### src/rtl/pipe_ctrl_pkg.sv
// Shared definitions for the pipeline sequencing controller: state
// encodings (as seen on oState) and the width of the stall/flush counter.
package pipe_ctrl_pkg;

  // Counter covers max(STALL_CYCLES, BR_PENALTY) - 1, i.e. up to 3.
  localparam int PC_CNT_W = 2;
  localparam int PC_ST_W  = 3;

  typedef enum logic [PC_ST_W-1:0] {
    PC_ST_IDLE  = 3'd0,
    PC_ST_RUN   = 3'd1,
    PC_ST_STALL = 3'd2,
    PC_ST_FLUSH = 3'd3,
    PC_ST_HALT  = 3'd4
  } pc_state_e;

endpackage

### src/rtl/pipe_ctrl_cnt.sv
// Loadable down-counter shared by the STALL and FLUSH sequences.
// done flags the last cycle of a sequence (count == 1).
module pipe_ctrl_cnt
  import pipe_ctrl_pkg::*;
(
  input  logic                clk,
  input  logic                reset,
  input  logic                load,
  input  logic [PC_CNT_W-1:0] load_val,
  input  logic                dec,
  output logic                done
);

  logic [PC_CNT_W-1:0] cnt;

  // Load takes precedence over decrement; the count never wraps below 0.
  always_ff @(posedge clk or posedge reset) begin
    if (reset) begin
      cnt <= '0;
    end else if (load) begin
      cnt <= load_val;
    end else if (dec && (cnt != '0)) begin
      cnt <= cnt - 1'b1;
    end
  end

  assign done = (cnt == PC_CNT_W'(1));

endmodule

### src/rtl/pipe_ctrl.sv
// Pipeline sequencing controller: drives fetch enable, branch load and the
// IF/ID flush / ID/EX bubble controls. Outputs are Mealy (no register stage).
// Optional feature: define PIPE_CTRL_PERF_EN to add saturating stall and
// flush cycle counters (oStallCnt, oFlushCnt).
module pipe_ctrl
  import pipe_ctrl_pkg::*;
#(
  parameter int STALL_CYCLES = 1,
  parameter int BR_PENALTY   = 1
) (
  input  logic       clk,
  input  logic       reset,
  input  logic       iStart,
  input  logic       iIdValid,
  input  logic       iIdReadsA,
  input  logic       iIdReadsB,
  input  logic       iIdHalt,
  input  logic       iExLoadA,
  input  logic       iExLoadB,
  input  logic       iBr_taken,
  output logic       oFetchEnable,
  output logic       oBrLoad,
  output logic       oFlush,
  output logic       oIdBubble,
  output logic [2:0] oState
`ifdef PIPE_CTRL_PERF_EN
  ,
  output logic [15:0] oStallCnt,
  output logic [15:0] oFlushCnt
`endif
);

  localparam logic [PC_CNT_W-1:0] STALL_LOAD = PC_CNT_W'(STALL_CYCLES - 1);
  localparam logic [PC_CNT_W-1:0] BR_LOAD    = PC_CNT_W'(BR_PENALTY - 1);
  localparam bit STALL_MULTI = (STALL_CYCLES > 1);
  localparam bit BR_MULTI    = (BR_PENALTY > 1);

  pc_state_e           state, state_n;
  logic                hz;
  logic                cnt_load, cnt_dec, cnt_done;
  logic [PC_CNT_W-1:0] cnt_val;

  assign hz = iIdValid & ((iExLoadA & iIdReadsA) | (iExLoadB & iIdReadsB));

  pipe_ctrl_cnt u_cnt (
    .clk      (clk),
    .reset    (reset),
    .load     (cnt_load),
    .load_val (cnt_val),
    .dec      (cnt_dec),
    .done     (cnt_done)
  );

  // State register; reset aborts any stall or flush in progress.
  always_ff @(posedge clk or posedge reset) begin
    if (reset) begin
      state <= PC_ST_IDLE;
    end else begin
      state <= state_n;
    end
  end

  // Next state and Mealy outputs; branch beats halt beats load-use hazard.
  always_comb begin
    state_n      = state;
    oFetchEnable = 1'b0;
    oBrLoad      = 1'b0;
    oFlush       = 1'b0;
    oIdBubble    = 1'b0;
    cnt_load     = 1'b0;
    cnt_val      = '0;
    cnt_dec      = 1'b0;
    case (state)
      PC_ST_IDLE, PC_ST_HALT: begin
        oIdBubble = 1'b1;
        if (iStart) state_n = PC_ST_RUN;
      end
      PC_ST_RUN, PC_ST_STALL, PC_ST_FLUSH: begin
        if (iBr_taken) begin
          oBrLoad      = 1'b1;
          oFetchEnable = 1'b1;
          oFlush       = 1'b1;
          oIdBubble    = 1'b1;
          cnt_load     = 1'b1;
          cnt_val      = BR_LOAD;
          state_n      = BR_MULTI ? PC_ST_FLUSH : PC_ST_RUN;
        end else if (iIdHalt && iIdValid) begin
          oIdBubble = 1'b1;
          state_n   = PC_ST_HALT;
        end else if (state == PC_ST_STALL) begin
          oIdBubble = 1'b1;
          cnt_dec   = 1'b1;
          if (cnt_done) state_n = PC_ST_RUN;
        end else if (state == PC_ST_FLUSH) begin
          oFetchEnable = 1'b1;
          oFlush       = 1'b1;
          oIdBubble    = 1'b1;
          cnt_dec      = 1'b1;
          if (cnt_done) state_n = PC_ST_RUN;
        end else if (hz) begin
          // The detection cycle is the first stall cycle.
          oIdBubble = 1'b1;
          cnt_load  = 1'b1;
          cnt_val   = STALL_LOAD;
          state_n   = STALL_MULTI ? PC_ST_STALL : PC_ST_RUN;
        end else begin
          oFetchEnable = 1'b1;
        end
      end
      default: begin
        oIdBubble = 1'b1;
        state_n   = PC_ST_IDLE;
      end
    endcase
  end

  assign oState = state;

`ifdef PIPE_CTRL_PERF_EN
  logic [15:0] stall_cnt, flush_cnt;

  function automatic logic [15:0] sat_inc(input logic [15:0] v);
    return (v == 16'hFFFF) ? v : v + 16'd1;
  endfunction

  // Saturating counts of non-fetching active cycles and flush cycles.
  always_ff @(posedge clk or posedge reset) begin
    if (reset) begin
      stall_cnt <= '0;
      flush_cnt <= '0;
    end else begin
      if (!oFetchEnable && (state != PC_ST_IDLE) && (state != PC_ST_HALT))
        stall_cnt <= sat_inc(stall_cnt);
      if (oFlush)
        flush_cnt <= sat_inc(flush_cnt);
    end
  end

  assign oStallCnt = stall_cnt;
  assign oFlushCnt = flush_cnt;
`endif

endmodule

### config.mk
export PLATFORM = sky130hd
export DESIGN_NAME = pipe_ctrl
export DESIGN_NICKNAME = d
export VERILOG_FILES = /design/src/rtl/pipe_ctrl_pkg.sv /design/src/rtl/pipe_ctrl_cnt.sv /design/src/rtl/pipe_ctrl.sv
export SDC_FILE = /design/constraint.sdc
export NUM_CORES = 1
export LEC_CHECK = 0
export ABC_AREA = 1
export BUFFER_PORTS_ARGS = -buffer_cell sky130_fd_sc_hd__buf_4
export CAP_MARGIN = 20
export CORE_AREA = 2 2 39 41
export CTS_BUF_LIST = sky130_fd_sc_hd__clkbuf_4
export CTS_CLUSTER_SIZE = 16
export DETAILED_ROUTE_END_ITERATION = 6
export DIE_AREA = 0 0 41 43
export SYNTH_ARGS = -nofsm -noshare
export SYNTH_HDL_FRONTEND = slang
export SYNTH_HIERARCHICAL = 1
export SYNTH_SLANG_ARGS = --single-unit
export TNS_END_PERCENT = 30
### constraint.sdc
create_clock -name clk -period 2.5 [get_ports clk]
set_input_delay 0.375 -clock clk [delete_from_list [all_inputs] [get_ports clk]]
set_output_delay 0.375 -clock clk [all_outputs]
set_load 0.005 [all_outputs]
* Word-level counts from Yosys, hierarchy flattened
Cells that the tools add are included.
Word-level totals: register bits 5, input bits 10, word-level logic and storage cells 60
Operators by class: add/sub/neg operators 1, eq/ne operators 7, multiplexer cells 38, bitwise operators 4, reductions and logical operators 8
Operators with widths (count):
- two-way mux 1 bit | 28
- two-way mux 3 bit | 7
- == test 3 x 2 -> 1 bit (second input constant) | 2
- != test 6 bit (second input constant) | 1
- case mux 3 bit (2 select lines) | 1
- two-way mux 2 bit | 2
- nonzero test 2 bit | 2
- AND 1 bit | 3
- == test 3 x 1 -> 1 bit (second input constant) | 1
- == test 3 bit (second input constant) | 1
- zero test 3 bit | 1
- OR reduction 3 bit | 1
- == test 2 x 1 -> 1 bit (second input constant) | 1
- logical AND 1 bit | 2
- != test 2 bit (second input constant) | 1
- AND reduction 2 bit | 1
- OR reduction 2 bit | 1
- subtractor 2 x 1 -> 2 bit (second input constant) | 1
- OR 1 bit | 1

* Logic depth before layout (Yosys ltp)
Gate-level depths: netlist (run 1).
depth after elaboration 10, gate-level depth with buffers 10

* Modules after synthesis
Netlist (run 1), hierarchy kept.
By module, submodules not included:
- pipe_ctrl | instances 1, cells an instance 43, area each 266.5 µm²
- pipe_ctrl_cnt | instances 1, cells an instance 21, area each 143.9 µm²

* Worst setup path after synthesis (run 1)
Ideal clock, no wire load.
path kind register to register, start point reg state[0], in the netlist oState[0], end point reg u_cnt.cnt[0], data arrival time 1.132 ns, required time 2.384 ns, path slack 1.251 ns, cell stages (with the launch flop) 9, path through dfrtp_1 > nor2_2 > nor2_4 > nand2_1 > nand2_1 > inv_2 > nand2_1 > nand2_1 > nand2_1
Between the ends: elaborated cells on any way between the ends 17, classes of those cells eq/ne: 3; mux: 11; reduce/logical: 3
RTL lines:
- from (decl) | line pipe_ctrl.sv:38 | pc_state_e state, state_n;
- from (signal assigned) | line pipe_ctrl.sv:59 | state <= state_n;
- == test 3 x 2 -> 1 bit | line pipe_ctrl.sv:73, pipe_ctrl.sv:94
- two-way mux 1 bit | line pipe_ctrl.sv:94 | end else if (state == PC_ST_FLUSH) begin
- two-way mux 1 bit | line pipe_ctrl.sv:90 | end else if (state == PC_ST_STALL) begin
- two-way mux 1 bit | line pipe_ctrl.sv:87 | end else if (iIdHalt && iIdValid) begin
- two-way mux 1 bit | line pipe_ctrl.sv:79 | if (iBr_taken) begin
- two-way mux 1 bit (*) | line pipe_ctrl.sv:73 | case (state)
- net cnt_load | line pipe_ctrl.sv:40 | logic cnt_load, cnt_dec, cnt_done;
- two-way mux 2 bit / nonzero test 2 bit (equally long branches)
- to (signal assigned) | line pipe_ctrl_cnt.sv:21 | cnt <= load_val;
- to (signal assigned) | line pipe_ctrl_cnt.sv:23 | cnt <= cnt - 1'b1;
- to (decl) | line pipe_ctrl_cnt.sv:14 | logic [PC_CNT_W-1:0] cnt;
Mark *: on every way through the listed nets, which the timed path passes. The rest lies on a longest branch. A chain may end at the register's enable or synchronous reset.

* Worst setup path after layout (run 1)
start point reg state[0], in the netlist oState[0], end point out oFlush
Between the ends: cells in the longest elaborated chain, start to end 6, elaborated cells on any way between the ends 9, classes of those cells eq/ne: 3; mux: 5; reduce/logical: 1
Ends and longest elaborated chain:
- == test 3 x 2 -> 1 bit | line pipe_ctrl.sv:73, pipe_ctrl.sv:94
- two-way mux 1 bit | line pipe_ctrl.sv:94
- two-way mux 1 bit | line pipe_ctrl.sv:90
- two-way mux 1 bit | line pipe_ctrl.sv:87
- two-way mux 1 bit | line pipe_ctrl.sv:79
- two-way mux 1 bit (*) | line pipe_ctrl.sv:73
- to (decl) | line pipe_ctrl.sv:23 | output logic oFlush,
Every way passes the cells marked *; elsewhere a longest branch is shown, timed or not.

==> results of run 1 <==
[power by group]
group          total, mW  leakage [nW]  switching (mW)  internal, mW
Clock              0.103        0.0184          0.0316        0.0711
Combinational      0.240         0.260           0.126         0.114
Sequential         0.136        0.0630          0.0291         0.107
Total              0.479         0.342           0.186         0.293
[registers in the layout, summed over array words and instances (netlist names)]
signal     count
u_cnt/cnt      2
oState         3
[worst paths after layout]
kind | from | end | slack [ps] | depth (start not counted)
max | oState[0] | oFlush | 830 | 5
min | iBr_taken | oState[1] | 340 | 2
max reg2reg | oState[0] | u_cnt/cnt[1] | 1100 | 7
min reg2reg | u_cnt/cnt[1] | u_cnt/cnt[1] | 530 | 2
max in group asynchronous | reset | oState[2] | 1810 | 3
min in group asynchronous | reset | u_cnt/cnt[0] | 550 | 3
[layout make-up]
| type | count | area [sq um] |
|---|---|---|
| Fill cell | 147 | 790 |
| Timing Repair Buffer | 17 | 130 |
| Inverter | 11 | 41.3 |
| Multi-Input combinational cell | 49 | 248 |
| Clock buffer | 4 | 30.0 |
| Sequential cell | 5 | 125 |
| Tap cell | 16 | 20.0 |
[kinds of logic (layout without fill, tap and decap cells)]
logic type | Yosys count | in the layout | share of synthesized area
flops | 5 | 5 | 0.305
buf+inv | 11 | 32 | 0.101
fa+ha+maj | 2 | 2 | 0.0610
compound gates | 5 | 5 | 0.0793
other cells | 1 | 2 | 0.00914
simple gates | 40 | 40 | 0.445
[worst reg2reg max path: stages (launching register included)]
cell and delay [ps]:
dfrtp_1 440, nor2_2 220, nor2_4 60, nand2_1 130, nand2_1 150, o21ai_0 200
nand2_1 70, nand2_1 60
[cells in the final DEF (no fill, tap or decap)]
cell and n:
nor2_2 1, clkbuf_4 4, nand2_1 23, buf_4 16, ha_1 2, nor2_4 1, nor2_1 5, o21ai_0 2
a21oi_1 1, nor4_1 1, dfrtp_1 5, conb_1 2, inv_1 10, dlygate4sd3_1 1, a21oi_2 1, nor3_1 2
nand3_2 1, o21ai_2 1, inv_2 1, nand4_1 1, nand3b_1 1, nand3_1 4
[timing repair]
item / CTS / global route
endpoints found under the hold margin: 2 / 0
setup endpoints to repair: 0 / 0
hold buffers: 1 / 0
[metal layers]
metal | vias to the layer above | global-route usage
met4 | 0 | 0.0800
met1 | 184 | 0.132
li1 | 240 | -
met3 | 2 | 0.0366
met5 | - | 0
met2 | 12 | 0.175
[per-stage QoR]
step | instance area, sq um | instances | util | total power [mW]
6_report | 594 | 102 | 0.429 | 0.479
5_1_grt | 594 | 102 | 0.429 | 0.532
4_1_cts | 594 | 102 | 0.429 | 0.490
3_5_place_dp | 554 | 97 | 0.401 | 0.379
3_3_place_gp | 554 | 97 | 0.401 | 0.376
2_1_floorplan | 414 | 65 | - | 0.290
==> results.sh, run 1 <==
export IMPL_num_antenna_cells=0
export IMPL_hold_ws_ps=339
export IMPL_nNetsFinal=99
export IMPL_post_cts_repair_setup_buffers=0
export IMPL_dp_hpwl_um=720
export IMPL_grt_max_degree=8
export IMPL_grt_pass1_wl_mm=1.35
export IMPL_maxCapViolations=0
export IMPL_ir_drop_uv=332
export IMPL_via_per_inst=4.29
export IMPL_leakage_nw=0.342
export IMPL_num_io_pins=17
export IMPL_synthArstFlopShare=1.00
export IMPL_yosys_cell_types_count=19
export IMPL_ant_nets=0
export IMPL_synth_area_leaders="dfrtp_1 30%, nand2_1 21%, inv_1 9.1%"
export IMPL_hold_path_class="input pin to register"
export IMPL_crit_family="flip-flops"
export IMPL_period_minus_slack_ps=1670
export IMPL_final_hold_violation_count=0
export IMPL_syn_inst=64
export IMPL_core_sq_um=1380
export IMPL_synth_edf_count=0
export IMPL_clkSlewWorstSetupHoldPaths_ps=40
export IMPL_cp_max_fo=6
export IMPL_vias=438
export IMPL_maxSlewViolCount=0
export IMPL_met1_length_um=364
export IMPL_dieHeight_um=43
export IMPL_cts_sinks=5
export IMPL_ys_seq_elements=5
export IMPL_clk_path_buf_depth=2
export IMPL_area_growth_pct=44.8
export IMPL_drtIter0Drc=3
export IMPL_ctsResizeCount=0
export IMPL_syn_area_per_cell_sq_um=6.41
export IMPL_setup_viol=0
export IMPL_crit_path_top_delay_cell="dfrtp_1"
export IMPL_grt_pass1_vias=385
export IMPL_cp_cell_sequence="nor2_2 > nor2_4 > nand2_1 > o21ai_2 > buf_4"
export IMPL_clock_skew_ps=1.35
export IMPL_routedWlPerCell_um=8.38
export IMPL_route_met3_wl_um=65
export IMPL_p_per_area_nw_per_um2=806
export IMPL_path_class="register to output pin"
export IMPL_synth_area_sq_um=410
export IMPL_start_util=0.297
export IMPL_cp_num_buf_inv=1
export IMPL_yosys_cell_count_top_type="nand2_1"
export IMPL_antenna_found_initial=0
export IMPL_ys_flop_type="dfrtp_1"
export IMPL_cts_tree="yes"
export IMPL_yosysSeqAreaShare=0.305
export IMPL_drt_pass1_iterations=2
export IMPL_critPathRequiredTime_ps=2120
export IMPL_critPathLaunchType="register"
export IMPL_end_kind="output pin"
export IMPL_tns_ps=0
export IMPL_status="finished, final reports clean"
export IMPL_wl_met2_um=414
export IMPL_drc=0
export IMPL_yosysWarningCount=6
export IMPL_drive_gt1_frac=0.302
export IMPL_crit_path_max_incr_delay_ps=440
export IMPL_tritoncts_num_buffers=3
export IMPL_synth_commonest_cells="23 x nand2_1, 10 x inv_1, 5 x dfrtp_1, 5 x nor2_1, 4 x nand3_1"
export IMPL_period_share=0.668
export IMPL_die_area_sq_um=1760
export IMPL_pre_cts_slack_ps=1050
export IMPL_critPathArrivalTime_ps=1300
export IMPL_place_congestion=0.655
export IMPL_io_buffers=16
export IMPL_rsz0062_at_grt="false"
export IMPL_wl_um=855
export IMPL_top_layer_used="met4"
export IMPL_clk_latency_ps=240
export IMPL_fp_row_count=14
export IMPL_die_w_um=41
export IMPL_yosysTopAreaCell="dfrtp_1"
export IMPL_fin_ws_ps=829
export IMPL_yosys_area_top_type_share=0.305
export IMPL_max_freq_ghz=0.599
export IMPL_htreeDepth=1
export IMPL_gr_usage_all_layers=0.116
export IMPL_cts_root_buffer="clkbuf_4"
export IMPL_overflow=0
Note: power is estimated with default switching activity, not from simulation.
==> run 2, diff against run 1 <==
--- a/config.mk
+++ b/config.mk
@@ -5,7 +5,7 @@
 export SDC_FILE = /design/constraint.sdc
 export NUM_CORES = 1
 export LEC_CHECK = 0
-export ABC_AREA = 1
+export ABC_AREA = 0
 export BUFFER_PORTS_ARGS = -buffer_cell sky130_fd_sc_hd__buf_4
 export CAP_MARGIN = 20
 export CORE_AREA = 2 2 39 41
==> constraint.sdc (replaced) <==
create_clock -name clk -period 1.65 [get_ports clk]
set_input_delay 0.2475 -clock clk [delete_from_list [all_inputs] [get_ports clk]]
set_output_delay 0.2475 -clock clk [all_outputs]
set_load 0.005 [all_outputs]
==> results.sh, run 2 <==
export IMPL_path_class="register to output pin"
export IMPL_rsz0062_at_grt="false"
export IMPL_num_io_pins=17
export IMPL_tritoncts_num_buffers=3
export IMPL_final_hold_violation_count=0
export IMPL_tns_ps=0
export IMPL_combPwrFrac=0.518
export IMPL_synth_compound_area_frac=0.243
export IMPL_io_buffers=16
export IMPL_crit_path_max_incr_delay_ps=420
export IMPL_dp_cells=80
export IMPL_p_switching_mw=0.247
export IMPL_overflow=0
export IMPL_hold_path_class="input pin to register"
export IMPL_whs_endpoint="oState[0]"
export IMPL_internal_power_mw=0.514
export IMPL_synthArstFlopShare=1.00
export IMPL_synth_fa_ha_area_frac=0.0639
export IMPL_synth_xor_area_frac=0
export IMPL_hp_start="iStart"
export IMPL_die_area_sq_um=1760
export IMPL_finalNonFillerCells=85
export IMPL_drc=0
export IMPL_drt_pass1_iterations=6
export IMPL_dieHeight_um=43
export IMPL_synth_top_family_by_area="simple AND/OR/NAND/NOR gates"
export IMPL_synth_area_leaders="dfrtp_1 32%, ha_1 6.4%, a221o_1 5.1%"
export IMPL_yosysSeqAreaShare=0.319
export IMPL_timing_rr_start="oState[0]"
export IMPL_clk_path_buf_depth=2
export IMPL_antenna_found_initial=0
export IMPL_cp_max_fo=6
export IMPL_core_sq_um=1380
export IMPL_cts_tree="yes"
export IMPL_clk_latency_ps=240
export IMPL_dp_hpwl_um=750
export IMPL_pwr_share_seq=0.272
export IMPL_via_per_inst=4.68
export IMPL_reg2reg_depth=5
export IMPL_final_common_cell="buf_4"
export IMPL_grt_pass1_vias=373
export IMPL_r2r_setup_slack_ps=140
export IMPL_status="finished, final reports clean"
export IMPL_drtIter0Drc=11
export IMPL_die_w_um=41
export IMPL_regToRegEndpoint="u_cnt/cnt[0]"
export IMPL_fp_row_count=14
export IMPL_grt_max_degree=8
export IMPL_critPathArrivalTime_ps=1320
export IMPL_critPathLaunchType="register"
export IMPL_switching_share=0.325
export IMPL_leakage_nw=0.310
export IMPL_yosys_cell_types_count=28
export IMPL_p_per_area_nw_per_um2=1240
export IMPL_htreeDepth=1
export IMPL_synth_area_sq_um=392
export IMPL_cp_cell_sequence="buf_4 > o311a_2 > buf_4"
export IMPL_ant_nets=0
export IMPL_largest_register_ffs=3
export IMPL_yosysTopAreaCell="dfrtp_1"
export IMPL_fin_ws_ps=80.6
export IMPL_ys_seq_elements=5
export IMPL_ys_flop_type="dfrtp_1"
export IMPL_nNetsFinal=82
export IMPL_maxCapViolations=0
export IMPL_drive_gt1_frac=0.464
export IMPL_cp_common_cell="buf_4"
export IMPL_period_share=0.951
export IMPL_routedWlPerCell_um=11.0
export IMPL_pre_cts_slack_ps=48.5
export IMPL_gr_usage_all_layers=0.119
export IMPL_max_freq_ghz=0.637
export IMPL_clkSlewWorstSetupHoldPaths_ps=40
export IMPL_min_delay_path_depth=2
export IMPL_setup_viol=0
export IMPL_critPathRequiredTime_ps=1400
export IMPL_end_kind="output pin"
export IMPL_cp_num_buf_inv=2
export IMPL_power_frac_clock=0.210
export IMPL_place_congestion=0.746
export IMPL_yosys_area_top_type_share=0.319
export IMPL_area_growth_pct=57.2
export IMPL_ir_drop_uv=408
export IMPL_num_antenna_cells=0
export IMPL_syn_area_per_cell_sq_um=9.11
export IMPL_cts_sinks=5
export IMPL_synth_simple_area_share=0.316
export IMPL_crit_family="flip-flops"
export IMPL_final_cell_area_sq_um=616
export IMPL_start_util=0.283
export IMPL_dpl_cell_area_sq_um=566
export IMPL_final_cell_mix="20 x buf_4, 5 x inv_1, 5 x dfrtp_1"
export IMPL_synth_edf_count=0
export IMPL_synthMuxAreaShare=0
export IMPL_final_util=0.445
export IMPL_grt_pass1_wl_mm=1.48
export IMPL_post_cts_repair_setup_buffers=0
export IMPL_yosysWarningCount=6
export IMPL_vias=398
export IMPL_period_minus_slack_ps=1570
export IMPL_cts_root_buffer="clkbuf_4"
export IMPL_syn_inst=43
export IMPL_synth_commonest_cells="5 x dfrtp_1, 5 x inv_1, 3 x nand2_1"
export IMPL_maxSlewViolCount=0
export IMPL_clock_skew_ps=1.57
export IMPL_crit_path_top_delay_cell="dfrtp_1"
export IMPL_wl_um=934
## run 2: final cells by class
class / instances / area [sq um]
sequential: 5 / 125
multi-input combinational: 34 / 262
inverter: 5 / 18.8
clock buffer: 4 / 30.0
tap: 16 / 20.0
timing repair buffer: 21 / 160
fill: 133 / 768
## run 2: worst max-delay path by stage
stage                              end       from  slack, ps  depth (start not counted)
after floorplan           u_cnt/cnt[0]  oState[1]         50                          5
after CTS                 u_cnt/cnt[0]  oState[1]         50                          4
after global placement    u_cnt/cnt[0]  oState[1]         70                          4
after detailed placement  u_cnt/cnt[0]  oState[1]         50                          4
after global routing      oFetchEnable  oState[1]         30                          3
final                     oFetchEnable  oState[1]         80                          3
## run 2: routing by layer
metal | vias to the layer above | part of all wire | global-route usage
li1 | 210 | - | -
met2 | 7 | 0.47 | 0.159
met1 | 181 | 0.49 | 0.170
met4 | 0 | 0 | 0.0400
met3 | 0 | 0.035 | 0.0471
met5 | - | 0 | 0
## run 2: power by group through the flow
stage / clock, mW / sequential (mW) / combinational (mW)
2_1_floorplan: 0 / 0.205 / 0.215
3_3_place_gp: 0 / 0.206 / 0.391
3_5_place_dp: 0 / 0.205 / 0.388
4_1_cts: 0.166 / 0.206 / 0.389
5_1_grt: 0.172 / 0.213 / 0.439
6_report: 0.159 / 0.207 / 0.394
## run 2: logic make-up after synthesis
group	after synthesis
adders and majority gates	2
other	1
DFF	5
and+or+nand+nor	18
AOI/OAI and AO/OA	12
buffers and inverters	5
## run 2: through the flow
stage                     hold WS (ps)  power, mW
final                              247      0.760
after global routing               252      0.824
after CTS                          238      0.761
after detailed placement           119      0.593
after global placement             114      0.597
after floorplan                  -11.3      0.420
## run 2: repair_timing
action / 4_1_cts / 5_1_grt
endpoints found under the hold margin: 5 / 0
endpoints found under the setup margin: 0 / 3
resized for setup: 0 / 2
hold buffers: 1 / 0
==> run 3, diff against run 2 <==
--- a/config.mk
+++ b/config.mk
@@ -8,11 +8,14 @@
 export ABC_AREA = 0
 export BUFFER_PORTS_ARGS = -buffer_cell sky130_fd_sc_hd__buf_4
 export CAP_MARGIN = 20
-export CORE_AREA = 2 2 39 41
+export CELL_PAD_IN_SITES_DETAIL_PLACEMENT = 0
+export CELL_PAD_IN_SITES_GLOBAL_PLACEMENT = 2
+export CORE_MARGIN = 2
+export CORE_UTILIZATION = 26
 export CTS_BUF_LIST = sky130_fd_sc_hd__clkbuf_4
 export CTS_CLUSTER_SIZE = 16
 export DETAILED_ROUTE_END_ITERATION = 6
-export DIE_AREA = 0 0 41 43
+export PLACE_DENSITY_LB_ADDON = 0.1
 export SYNTH_ARGS = -nofsm -noshare
 export SYNTH_HDL_FRONTEND = slang
 export SYNTH_HIERARCHICAL = 1
==> results.sh, run 3 (synthesized netlist as in run 2, its figures left out) <==
export IMPL_grt_pass1_wl_mm=1.60
export IMPL_num_io_pins=17
export IMPL_start_util=0.269
export IMPL_largest_register_ffs=3
export IMPL_p_total_mw=0.747
export IMPL_critPathArrivalTime_ps=1320
export IMPL_overflow=0
export IMPL_gr_usage_all_layers=0.117
export IMPL_crit_path_top_delay_cell="dfrtp_1"
export IMPL_clk_latency_ps=240
export IMPL_tritoncts_num_buffers=3
export IMPL_drc=0
export IMPL_ant_nets=0
export IMPL_cts_sinks=5
export IMPL_final_hold_violation_count=0
export IMPL_status="finished, final reports clean"
export IMPL_grt_max_degree=9
export IMPL_via_per_inst=4.68
export IMPL_vias=393
export IMPL_drt_pass1_iterations=3
export IMPL_ir_drop_uv=924
export IMPL_maxCapViolations=0
export IMPL_final_cell_mix="19 x buf_4, 5 x inv_1, 5 x dfrtp_1"
export IMPL_rsz0062_at_grt="false"
export IMPL_tns_ps=0
export IMPL_max_freq_ghz=0.636
export IMPL_io_buffers=16
export IMPL_die_w_um=42.8
export IMPL_cp_cell_sequence="buf_4 > o311a_2 > buf_4"
export IMPL_critPathRequiredTime_ps=1400
export IMPL_dieHeight_um=42.8
export IMPL_period_share=0.952
export IMPL_num_antenna_cells=0
export IMPL_setup_viol=0
export IMPL_clk_path_buf_depth=2
export IMPL_antenna_found_initial=0
export IMPL_clkSlewWorstSetupHoldPaths_ps=40
export IMPL_nNetsFinal=81
export IMPL_leakage_nw=0.303
export IMPL_internal_power_mw=0.503
export IMPL_pwr_share_seq=0.277
export IMPL_drtIter0Drc=9
export IMPL_hold_path_class="input pin to register"
export IMPL_cts_root_buffer="clkbuf_4"
export IMPL_combPwrFrac=0.514
export IMPL_cp_max_fo=6
export IMPL_place_congestion=0.700
export IMPL_multiInputGateArea_sq_um=256
export IMPL_cp_common_cell="buf_4"
export IMPL_fill_cells=157
export IMPL_critPathLaunchType="register"
export IMPL_routedWlPerCell_um=11.5
export IMPL_clock_skew_ps=4.48
export IMPL_maxSlewViolCount=0
export IMPL_wl_um=965
export IMPL_cts_tree="yes"
export IMPL_p_per_area_nw_per_um2=1240
export IMPL_final_common_cell="buf_4"
export IMPL_drive_gt1_frac=0.441
export IMPL_area_growth_pct=54.0
export IMPL_die_area_sq_um=1830
export IMPL_p_switching_mw=0.245
export IMPL_path_class="register to output pin"
export IMPL_dp_hpwl_um=768
export IMPL_htreeDepth=1
export IMPL_power_frac_clock=0.209
export IMPL_post_cts_repair_setup_buffers=0
export IMPL_cp_num_buf_inv=2
export IMPL_core_sq_um=1450
export IMPL_fp_row_count=14
export IMPL_switching_share=0.327
export IMPL_end_kind="output pin"
export IMPL_crit_path_max_incr_delay_ps=420
export IMPL_crit_family="flip-flops"
export IMPL_period_minus_slack_ps=1570
export IMPL_seq_area_sq_um=125
export IMPL_grt_pass1_vias=367
## run 3: cell count changes in the layout (fill, tap and decap cells not counted)
cell and change:
o21bai_2 -1, nor3_1 -1, nor3_2 +1, buf_4 -1, a31oi_2 -1, a31oi_1 +1
o21bai_1 +1
## run 3: area by class of cell
| type | count | area share |
|---|---|---|
| timing repair buffer | 20 | 0.253 |
| clock buffer | 4 | 0.0498 |
| multi-input combinational | 34 | 0.425 |
| inverter | 5 | 0.0311 |
| sequential | 5 | 0.207 |
| tap | 16 | 0.0332 |
## run 3: metrics by stage
| step | util | instances | worst slack (ps) | hold WS, ps | instance area (sq um) |
|---|---|---|---|---|---|
| after floorplan | - | 44 | 52.9 | -11.3 | 395 |
| after global placement | 0.384 | 79 | 123 | 122 | 558 |
| after detailed placement | 0.384 | 79 | 117 | 119 | 558 |
| after CTS | 0.411 | 84 | 70.1 | 243 | 598 |
| after global routing | 0.415 | 84 | 25.6 | 244 | 603 |
| final | 0.415 | 84 | 78.5 | 246 | 603 |
## run 3: final timing paths
path,from,endpoint,slack (ps),cells after the start
max reg2reg,oState[2],u_cnt/cnt[0],130,4
max in group asynchronous,reset,oState[2],1080,3
min,iStart,oState[0],250,2
min in group asynchronous,reset,u_cnt/cnt[0],440,3
max,oState[1],oFetchEnable,80,3
min reg2reg,u_cnt/cnt[1],u_cnt/cnt[1],640,2
## run 3: timing repair
action | 4_1_cts | 5_1_grt
endpoints found under the hold margin | 5 | 0
resized for setup | 0 | 1
hold buffers | 1 | 0
endpoints found under the setup margin | 0 | 2
## run 3: layer usage
metal	GRT usage	share of wire
met5	0	0
met4	0.0375	0
met3	0.0596	0.059
met2	0.185	0.49
met1	0.137	0.45
## run 3: power groups by stage
stage / Clock (mW) / Combinational, mW / Sequential [mW]
finish: 0.156 / 0.384 / 0.207
global route: 0.177 / 0.424 / 0.214
CTS: 0.162 / 0.386 / 0.206
detailed placement: 0 / 0.381 / 0.207
global placement: 0 / 0.383 / 0.210
floorplan: 0 / 0.215 / 0.205
